--- src/rtl/instr_pkg.sv ---
// rtl/instr_pkg.sv - shared types and widths for the instruction prefetch register
// Default widths here size instr_t; the top may be elaborated with other widths.
package instr_pkg;

  localparam int DATA_W_DEF     = 8;
  localparam int ADDR_BYTES_DEF = 2;
  localparam int IMPLIED_BIT    = DATA_W_DEF - 1;

  typedef enum logic {
    S_OPC  = 1'b0,
    S_ADDR = 1'b1
  } state_t;

  typedef struct packed {
    logic [DATA_W_DEF-1:0]                opcode;
    logic [ADDR_BYTES_DEF*DATA_W_DEF-1:0] addr;
    logic                                 implied;
  } instr_t;

endpackage

--- src/rtl/instr_fifo.sv ---
// rtl/instr_fifo.sv - DEPTH-entry synchronous queue of packed instructions
// Head is combinational from the read slot and forced to zero when empty.
import instr_pkg::*;

module instr_fifo #(
  parameter int W     = $bits(instr_t),
  parameter int DEPTH = 2
) (
  input  logic                       clk,
  input  logic                       reset_n,
  input  logic                       push,
  input  logic [W-1:0]               push_data,
  input  logic                       pop,
  input  logic                       flush,
  output logic [W-1:0]               head,
  output logic [$clog2(DEPTH+1)-1:0] count,
  output logic                       full,
  output logic                       empty
);

  localparam int PW = (DEPTH > 1) ? $clog2(DEPTH) : 1;
  localparam int CW = $clog2(DEPTH+1);

  logic [W-1:0]  mem [DEPTH];
  logic [PW-1:0] wr_ptr;
  logic [PW-1:0] rd_ptr;
  logic [CW-1:0] cnt;
  logic          do_push;
  logic          do_pop;

  assign full    = (cnt == CW'(DEPTH));
  assign empty   = (cnt == '0);
  assign do_push = push & ~full & ~flush;
  assign do_pop  = pop & ~empty & ~flush;
  assign count   = cnt;
  assign head    = empty ? '0 : mem[rd_ptr];

  // Power-of-two depth lets the pointers wrap by natural overflow.
  always_ff @(posedge clk or negedge reset_n) begin
    if (!reset_n) begin
      wr_ptr <= '0;
      rd_ptr <= '0;
      cnt    <= '0;
    end else if (flush) begin
      wr_ptr <= '0;
      rd_ptr <= '0;
      cnt    <= '0;
    end else begin
      if (do_push) wr_ptr <= wr_ptr + PW'(1);
      if (do_pop)  rd_ptr <= rd_ptr + PW'(1);
      if (do_push && !do_pop)      cnt <= cnt + CW'(1);
      else if (do_pop && !do_push) cnt <= cnt - CW'(1);
    end
  end

  always_ff @(posedge clk) begin
    if (do_push) mem[wr_ptr] <= push_data;
  end

endmodule

--- src/rtl/instr_prefetch_reg.sv ---
// rtl/instr_prefetch_reg.sv - byte-serial instruction assembler feeding a prefetch queue
// One opcode byte plus 0 or ADDR_BYTES little-endian operand bytes per instruction.
import instr_pkg::*;

module instr_prefetch_reg #(
  parameter int DATA_W     = DATA_W_DEF,
  parameter int ADDR_BYTES = ADDR_BYTES_DEF,
  parameter int DEPTH      = 2
) (
  input  logic                         clk,
  input  logic                         reset_n,
  input  logic [DATA_W-1:0]            mdr,
  input  logic                         mdr_valid,
  output logic                         mdr_ready,
  input  logic                         flush,
  output logic                         instr_valid,
  input  logic                         instr_ready,
  output logic [DATA_W-1:0]            opcode,
  output logic [ADDR_BYTES*DATA_W-1:0] addr,
  output logic                         implied,
  output logic [$clog2(DEPTH+1)-1:0]   count
);

  localparam int AW       = ADDR_BYTES * DATA_W;
  localparam int EW       = DATA_W + AW + 1;
  localparam int IW       = (ADDR_BYTES > 1) ? $clog2(ADDR_BYTES) : 1;
  localparam int MODE_BIT = (DATA_W == DATA_W_DEF) ? IMPLIED_BIT : DATA_W - 1;
  localparam logic [IW-1:0] LAST_IDX = IW'(ADDR_BYTES - 1);

  state_t            state, state_n;
  logic [IW-1:0]     idx, idx_n;
  logic [DATA_W-1:0] opc_q, opc_n;
  logic [AW-1:0]     addr_q, addr_n;
  logic              accept;
  logic              push;
  logic [EW-1:0]     push_data;
  logic [EW-1:0]     head;
  logic              full;
  logic              empty;

  assign mdr_ready   = ~full & ~flush;
  assign accept      = mdr_valid & mdr_ready;
  assign instr_valid = ~empty;
  assign {opcode, addr, implied} = head;

  always_ff @(posedge clk or negedge reset_n) begin
    if (!reset_n) begin
      state  <= S_OPC;
      idx    <= '0;
      opc_q  <= '0;
      addr_q <= '0;
    end else begin
      state  <= state_n;
      idx    <= idx_n;
      opc_q  <= opc_n;
      addr_q <= addr_n;
    end
  end

  always_comb begin
    state_n   = state;
    idx_n     = idx;
    opc_n     = opc_q;
    addr_n    = addr_q;
    push      = 1'b0;
    push_data = {opc_q, addr_q, 1'b0};
    if (flush) begin
      state_n = S_OPC;
      idx_n   = '0;
    end else if (accept) begin
      case (state)
        S_OPC: begin
          opc_n  = mdr;
          addr_n = '0;
          if (mdr[MODE_BIT]) begin
            push      = 1'b1;
            push_data = {mdr, {AW{1'b0}}, 1'b1};
          end else begin
            state_n = S_ADDR;
            idx_n   = '0;
          end
        end
        S_ADDR: begin
          addr_n[int'(idx)*DATA_W +: DATA_W] = mdr;
          if (idx == LAST_IDX) begin
            push      = 1'b1;
            push_data = {opc_q, addr_n, 1'b0};
            state_n   = S_OPC;
            idx_n     = '0;
          end else begin
            idx_n = idx + IW'(1);
          end
        end
        default: state_n = S_OPC;
      endcase
    end
  end

  instr_fifo #(
    .W     (EW),
    .DEPTH (DEPTH)
  ) u_fifo (
    .clk       (clk),
    .reset_n   (reset_n),
    .push      (push),
    .push_data (push_data),
    .pop       (instr_ready),
    .flush     (flush),
    .head      (head),
    .count     (count),
    .full      (full),
    .empty     (empty)
  );

endmodule

--- config.mk ---
export PLATFORM = sky130hd
export DESIGN_NAME = instr_prefetch_reg
export DESIGN_NICKNAME = d
export VERILOG_FILES = /design/src/rtl/instr_pkg.sv /design/src/rtl/instr_fifo.sv /design/src/rtl/instr_prefetch_reg.sv
export SDC_FILE = /design/constraint.sdc
export NUM_CORES = 1
export LEC_CHECK = 0
export ABC_AREA = 1
export CORE_MARGIN = 4
export CORE_UTILIZATION = 50
export CTS_CLUSTER_SIZE = 14
export DETAILED_ROUTE_END_ITERATION = 12
export PLACE_DENSITY = 0.78
export REMOVE_ABC_BUFFERS = 1
export SKIP_CTS_REPAIR_TIMING = 1
export SLEW_MARGIN = 40
export SYNTH_ARGS = -nofsm -noshare
export SYNTH_HDL_FRONTEND = slang
export SYNTH_SLANG_ARGS = --single-unit
--- constraint.sdc ---
create_clock -name clk -period 2.9 [get_ports clk]
set_input_delay 0.435 -clock clk [delete_from_list [all_inputs] [get_ports clk]]
set_output_delay 0.435 -clock clk [all_outputs]
set_load 0.02 [all_outputs]
After elaboration in Yosys (flattened, before gate mapping)

Memory sizes are Yosys's and may differ from the RTL's.
Cells that the tools add are included.

Bits in registers: 30
RAM bits: 50
Input port bits: 13
Output and inout port bits: 29
Logic and storage cells: 72
Memories: 1

Add/sub/neg operators: 6
Equality and inequality tests: 2
Shift-type cells: 2
Multiplexer cells: 32
Bitwise logic cells: 10
Reduce and logical (&&, ||, !) cells: 12

Memory list:

| name       | words | width | rd ports | clocked after memory_dff | wr ports | line             | source |
|---|---|---|---|---|---|---|---|
| u_fifo.mem | 2     | 25    | 1        | 0                        | 1        | instr_fifo.sv:24 | `logic [W-1:0] mem [DEPTH];` |

Operators with widths:

| operator                                                                | number |
|---|---|
| 25-bit 2-to-1 mux                                                       | 4 |
| 25-bit one-hot mux with 2 select lines                                  | 1 |
| 4-bit negation with 33-bit output                                       | 1 |
| 8-bit by 33-bit variable shift with 16-bit output, first input constant | 1 |
| 8-bit by 33-bit variable part select with 16-bit output                 | 1 |
| 16-bit one-hot mux with 2 select lines                                  | 1 |
| 1-bit 2-to-1 mux                                                        | 18 |
| 17-bit 2-to-1 mux                                                       | 1 |
| 16-bit bitwise mux                                                      | 1 |
| 1-bit AND                                                               | 6 |
| 2-bit 2-to-1 mux                                                        | 3 |
| 1-bit one-hot mux with 2 select lines                                   | 3 |
| 2-bit nonzero test                                                      | 3 |
| 1-bit inverter                                                          | 4 |
| 2-bit AND reduction                                                     | 2 |
| 1-bit adder, second input constant                                      | 3 |
| 3-bit != test, second input constant                                    | 1 |
| 3-bit AND reduction                                                     | 1 |
| 3-bit nonzero test                                                      | 1 |
| 2-bit by 1-bit adder with 2-bit output, second input constant           | 1 |
| 2-bit == test, second input constant                                    | 1 |
| 1-bit logical AND                                                       | 2 |
| 1-bit logical NOT                                                       | 2 |
| 2-bit logical NOT                                                       | 1 |
| 2-bit by 1-bit subtractor with 2-bit output, second input constant      | 1 |

Logic depth before layout (Yosys ltp)

Depth after elaboration: 13
Depth in mapped cells: 9
Depth with buffers taken out: 9

Hierarchy

Synthesis repeated with hierarchy kept, for this count alone.

Cell total of the unflattened synthesis: 353
Area total of the unflattened synthesis: 3448.3 um^2

By module, submodules not included:

| module             | instances | cells each | area each (um^2) | seq. area each (um^2) |
|---|---|---|---|---|
| instr_fifo         | 1         | 174        | 2119.5           | 1601.5 |
| instr_prefetch_reg | 1         | 179        | 1328.8           | 650.6 |

Worst setup path after synthesis

Ideal clock, no wire load.

Path type: register to register
Start point: register u_fifo.cnt[0] (netlist: u_fifo.count[0])
End point: memory u_fifo.mem[1][0] in the netlist's numbering (enable)
Setup time: 408 ps
Arrival: 2315 ps
Required time: 2492 ps
Path slack: 176 ps
Stages on the path, launching flop included: 5
Buffers on the path: 0
Clock period less this slack: 2724 ps
Cells stage by stage: dfrtp_1 -> inv_2 -> a21oi_1 -> nand3_1 -> nor2_1

Cells in the longest elaborated chain, start to end: 10

RTL lines:

| what                                   | line                     | source |
|---|---|---|
| start: declaration                     | instr_fifo.sv:27         | `logic [CW-1:0] cnt;` |
| start signal: assignment               | instr_fifo.sv:51         | `if (do_push && !do_pop) cnt <= cnt + CW'(1);` |
| start signal: assignment               | instr_fifo.sv:52         | `else if (do_pop && !do_push) cnt <= cnt - CW'(1);` |
| 2-bit == test                          | instr_fifo.sv:31         | `assign full = (cnt == CW'(DEPTH));` |
| 1-bit inverter                         | instr_prefetch_reg.sv:41 | `assign mdr_ready = ~full & ~flush;` |
| 1-bit AND                              | instr_prefetch_reg.sv:41 |  |
| via mdr_ready                          | instr_prefetch_reg.sv:14 | `output logic mdr_ready,` |
| 1-bit AND                              | instr_prefetch_reg.sv:42 | `assign accept = mdr_valid & mdr_ready;` |
| 1-bit 2-to-1 mux                       | instr_prefetch_reg.sv:70 | `end else if (accept) begin` |
| 1-bit 2-to-1 mux                       | instr_prefetch_reg.sv:67 | `if (flush) begin` |
| 1-bit AND (2 in series)                | instr_fifo.sv:33         | `assign do_push = push & ~full & ~flush;` |
| 1-bit 2-to-1 mux                       | instr_fifo.sv:57         | `if (do_push) mem[wr_ptr] <= push_data;` |
| 1-bit 2-to-1 mux (implied by the code) | instr_fifo.sv:57         |  |
| end: declaration                       | instr_fifo.sv:24         |  |

The timed path passes the listed nets, and every way through them passes these cells.

Worst setup path in the final report

Start point: register u_fifo.cnt[1] (netlist: u_fifo.count[1])
End point: output addr[14]

Cells in the longest elaborated chain, start to end: 2

RTL lines:

| what              | line                     | source |
|---|---|---|
| 2-bit logical NOT | instr_fifo.sv:32         | `assign empty = (cnt == '0);` |
| 25-bit 2-to-1 mux | instr_fifo.sv:36         | `assign head = empty ? '0 : mem[rd_ptr];` |
| end: declaration  | instr_prefetch_reg.sv:19 | `output logic [ADDR_BYTES*DATA_W-1:0] addr,` |

Every way passes these cells.

==> flow_summary.ini <==
[finish]
synthToLayoutAreaGrowth_pct = 20.0
final_common_cell = nand2_1
multiInputGateArea_um2 = 960
fillCellCount = 513
final_area_um2 = 4100
diodes = 0
final_nets = 378
drive_gt1_share_pct = 11.4
seq_area_um2 = 2250
mostFrequentLayoutCells = nand2_1 (87), edfxtp_1 (50), clkdlybuf4s50_1 (41), inv_1 (33), dfrtp_1 (30)
final_cells = 447

[pwr]
ir_drop_uv = 544
p_seq_share_pct = 41.1
power_frac_clock_pct = 23.3
power.density_nw_per_um2 = 852
p_sw_uw = 1210
swShare_pct = 34.7
power.internal_uw = 2280
p_leak_uw = 0.00167
combPwrFrac_pct = 35.7

[grt]
grt_pass1_wl_mm = 11.7
antenna_found_initial = 0
grt_max_degree = 31
grt_use_total_pct = 18.1
grt.overflow.total = 0
grt_pass1_vias = 2363

[worst_setup_path]
cp.required_ns = 2.47
path_buf_inv = 3
r2r_slack_ns = 1.19
r2r-start = state$_DFFE_PN0P_
crit_chain = inv_1 > nand2_1 > inv_2 > a21oi_1 > clkdlybuf4s50_1
critical_path.max_stage_delay_ns = 0.63
rr_worst_depth = 6
crit_fanout = 25
worstSetupPathType = flip-flop to primary output
start_kind = flip-flop
crit_family = buffers and inverters
end_kind = primary output
r2r_end = u_fifo.mem[1][6]$_DFFE_PP_
cp_slowest_cell = clkdlybuf4s50_1
arrival_ns = 2.08

[drt]
drt_iter0_drc = 174
post_drt_via_cell_ratio = 5.41
postRouteAntennaNets = 0
num_vias = 2418
drc_errors = 0
drt_wl_total_mm = 6.90
wire_per_inst_um = 15.4
dr.pass1.iters = 4

[sta]
setup_viol = 0
maxSlewViolCount = 0
hold_viol_final = 0
fin_skew_ns = 0.0125
fmax_mhz = 398
tns_ns = 0
fin_crit_sh_pct = 86.7
grt_setup_unrepaired = false
maxSlewHeadroom_pct = 57.4
worst_pin_slew_ns = 0.636
hold_slack_ns = 0.460
min_period_ns = 2.51

[logic_synthesis]
synth_compound_area_share_pct = 12.5
synthAdderAreaFrac_pct = 0
yosys.area_share.simple_pct = 15.5
syn_area_um2 = 3410
ys_seq_elements = 80
synth.avg_cell_area_um2 = 10.7
ys_seq_area_share_pct = 66.0
ys.warnings.count = 0
muxShareOfSynthArea_pct = 0
ys_types = 28
synth_top_family_by_area = simple AND/OR/NAND/NOR gates
netlist_instances = 319
synth_xor_area_share_pct = 0

[clocking]
clock-sinks = 80
root_buffer = clkbuf_8
h-tree-depth = 3
numCtsBuffers = 9
clk_pin_slew_ns = 0.08
cts_tree = built
clockBufferDepth = 2
clk_latency_ns = 0.35

[placement]
dpl-instance-area_um2 = 3900
io_buffers = 41
hpwl_mm = 4.53
gp_congestion = 0.842
dpl.cell_count = 431

[outcome]
status = completed

[floorplan]
die_x_um = 90.6
rows = 29
die_h_um = 90.6
initial_core_util_pct = 52.6
die_area_um2 = 8220
io_pins = 42
core_area_um2 = 6490

[min_path]
hold_class = input port to async pin

[job]
drv_cap = 0
[how the worst max path moves through the flow]
stage	from	end	depth (start not counted)
6_report	u_fifo.count[1]$_DFFE_PN0P_	addr[14]	5
5_1_grt	u_fifo.count[1]$_DFFE_PN0P_	opcode[6]	5
4_1_cts	u_fifo.count[1]$_DFFE_PN0P_	addr[14]	5
3_5_place_dp	flush	mdr_ready	3
3_3_place_gp	flush	mdr_ready	3
2_1_floorplan	u_fifo.count[0]$_DFFE_PN0P_	u_fifo.mem[1][0]$_DFFE_PP_	4
[synth_stat cells]
library cell	n	area share [%]
nor2_2	1	0.18
a211oi_1	1	0.22
nand3_2	1	0.29
or2_2	1	0.18
nor3_1	1	0.15
edfxtp_1	50	44
nor2_1	16	1.8
nand2_1	87	9.6
o221ai_1	6	1.5
buf_2	1	0.15
clkbuf_1	6	0.66
o221ai_2	2	0.88
buf_6	2	0.66
a21oi_1	27	4.0
nor2_4	1	0.33
inv_1	33	3.6
nand2_2	2	0.37
a21oi_2	1	0.26
nor2_8	1	0.59
nand3_1	5	0.73
o22ai_1	16	2.9
a22oi_2	1	0.37
o21ai_1	14	2.1
dfrtp_1	30	22
inv_2	5	0.55
nand2_4	4	1.3
buf_4	2	0.44
o21ai_0	2	0.29
[sequential cells by signal, summed over array words and instances, names as in the netlist]
signal and cells:
u_fifo.rd_ptr 1, u_fifo.wr_ptr 1, idx 1, u_fifo.count 2, addr_q 16, state 1
opc_q 8, u_fifo.mem 50
[metal layers]
layer / vias to the layer above / track usage (%) / routed length, um
met1: 1154 / 24.1 / 3030
met2: 72 / 29.0 / 3430
met3: 9 / 2.92 / 331
met5: - / 0 / 0
met4: 0 / 8.80 / 111
li1: 1183 / - / -
[cell families after synthesis]
family / Yosys count
simple gates: 120
flops: 80
compound gates: 70
buf+inv: 49
[through the flow]
step / worst slack, ns / power, uW / util [%]
after floorplan: 0.176 / 2170 / -
after global placement: 0.709 / 2680 / 60.0
after detailed placement: 0.703 / 2710 / 60.0
after CTS: 0.383 / 3520 / 63.1
after global routing: 0.224 / 3710 / 63.1
final: 0.386 / 3490 / 63.1
[power by group through the flow]
| stage | combinational, uW | clock, uW | sequential, uW |
|---|---|---|---|
| after floorplan | 691 | 0 | 1480 |
| after global placement | 1230 | 0 | 1450 |
| after detailed placement | 1250 | 0 | 1460 |
| after CTS | 1260 | 827 | 1430 |
| after global routing | 1370 | 884 | 1450 |
| final | 1250 | 812 | 1430 |
[final cells by class]
type                    instances  share of cell area, %
flip-flops and latches         80                   55.0
multi-input cells             190                   23.4
repair buffers                 46                   10.9
inverters                      38                   3.48
clock buffers                  11                   3.45
well taps                      77                   2.35
clock inverters                 5                   1.40
Power figures use the tool's default switching activity.
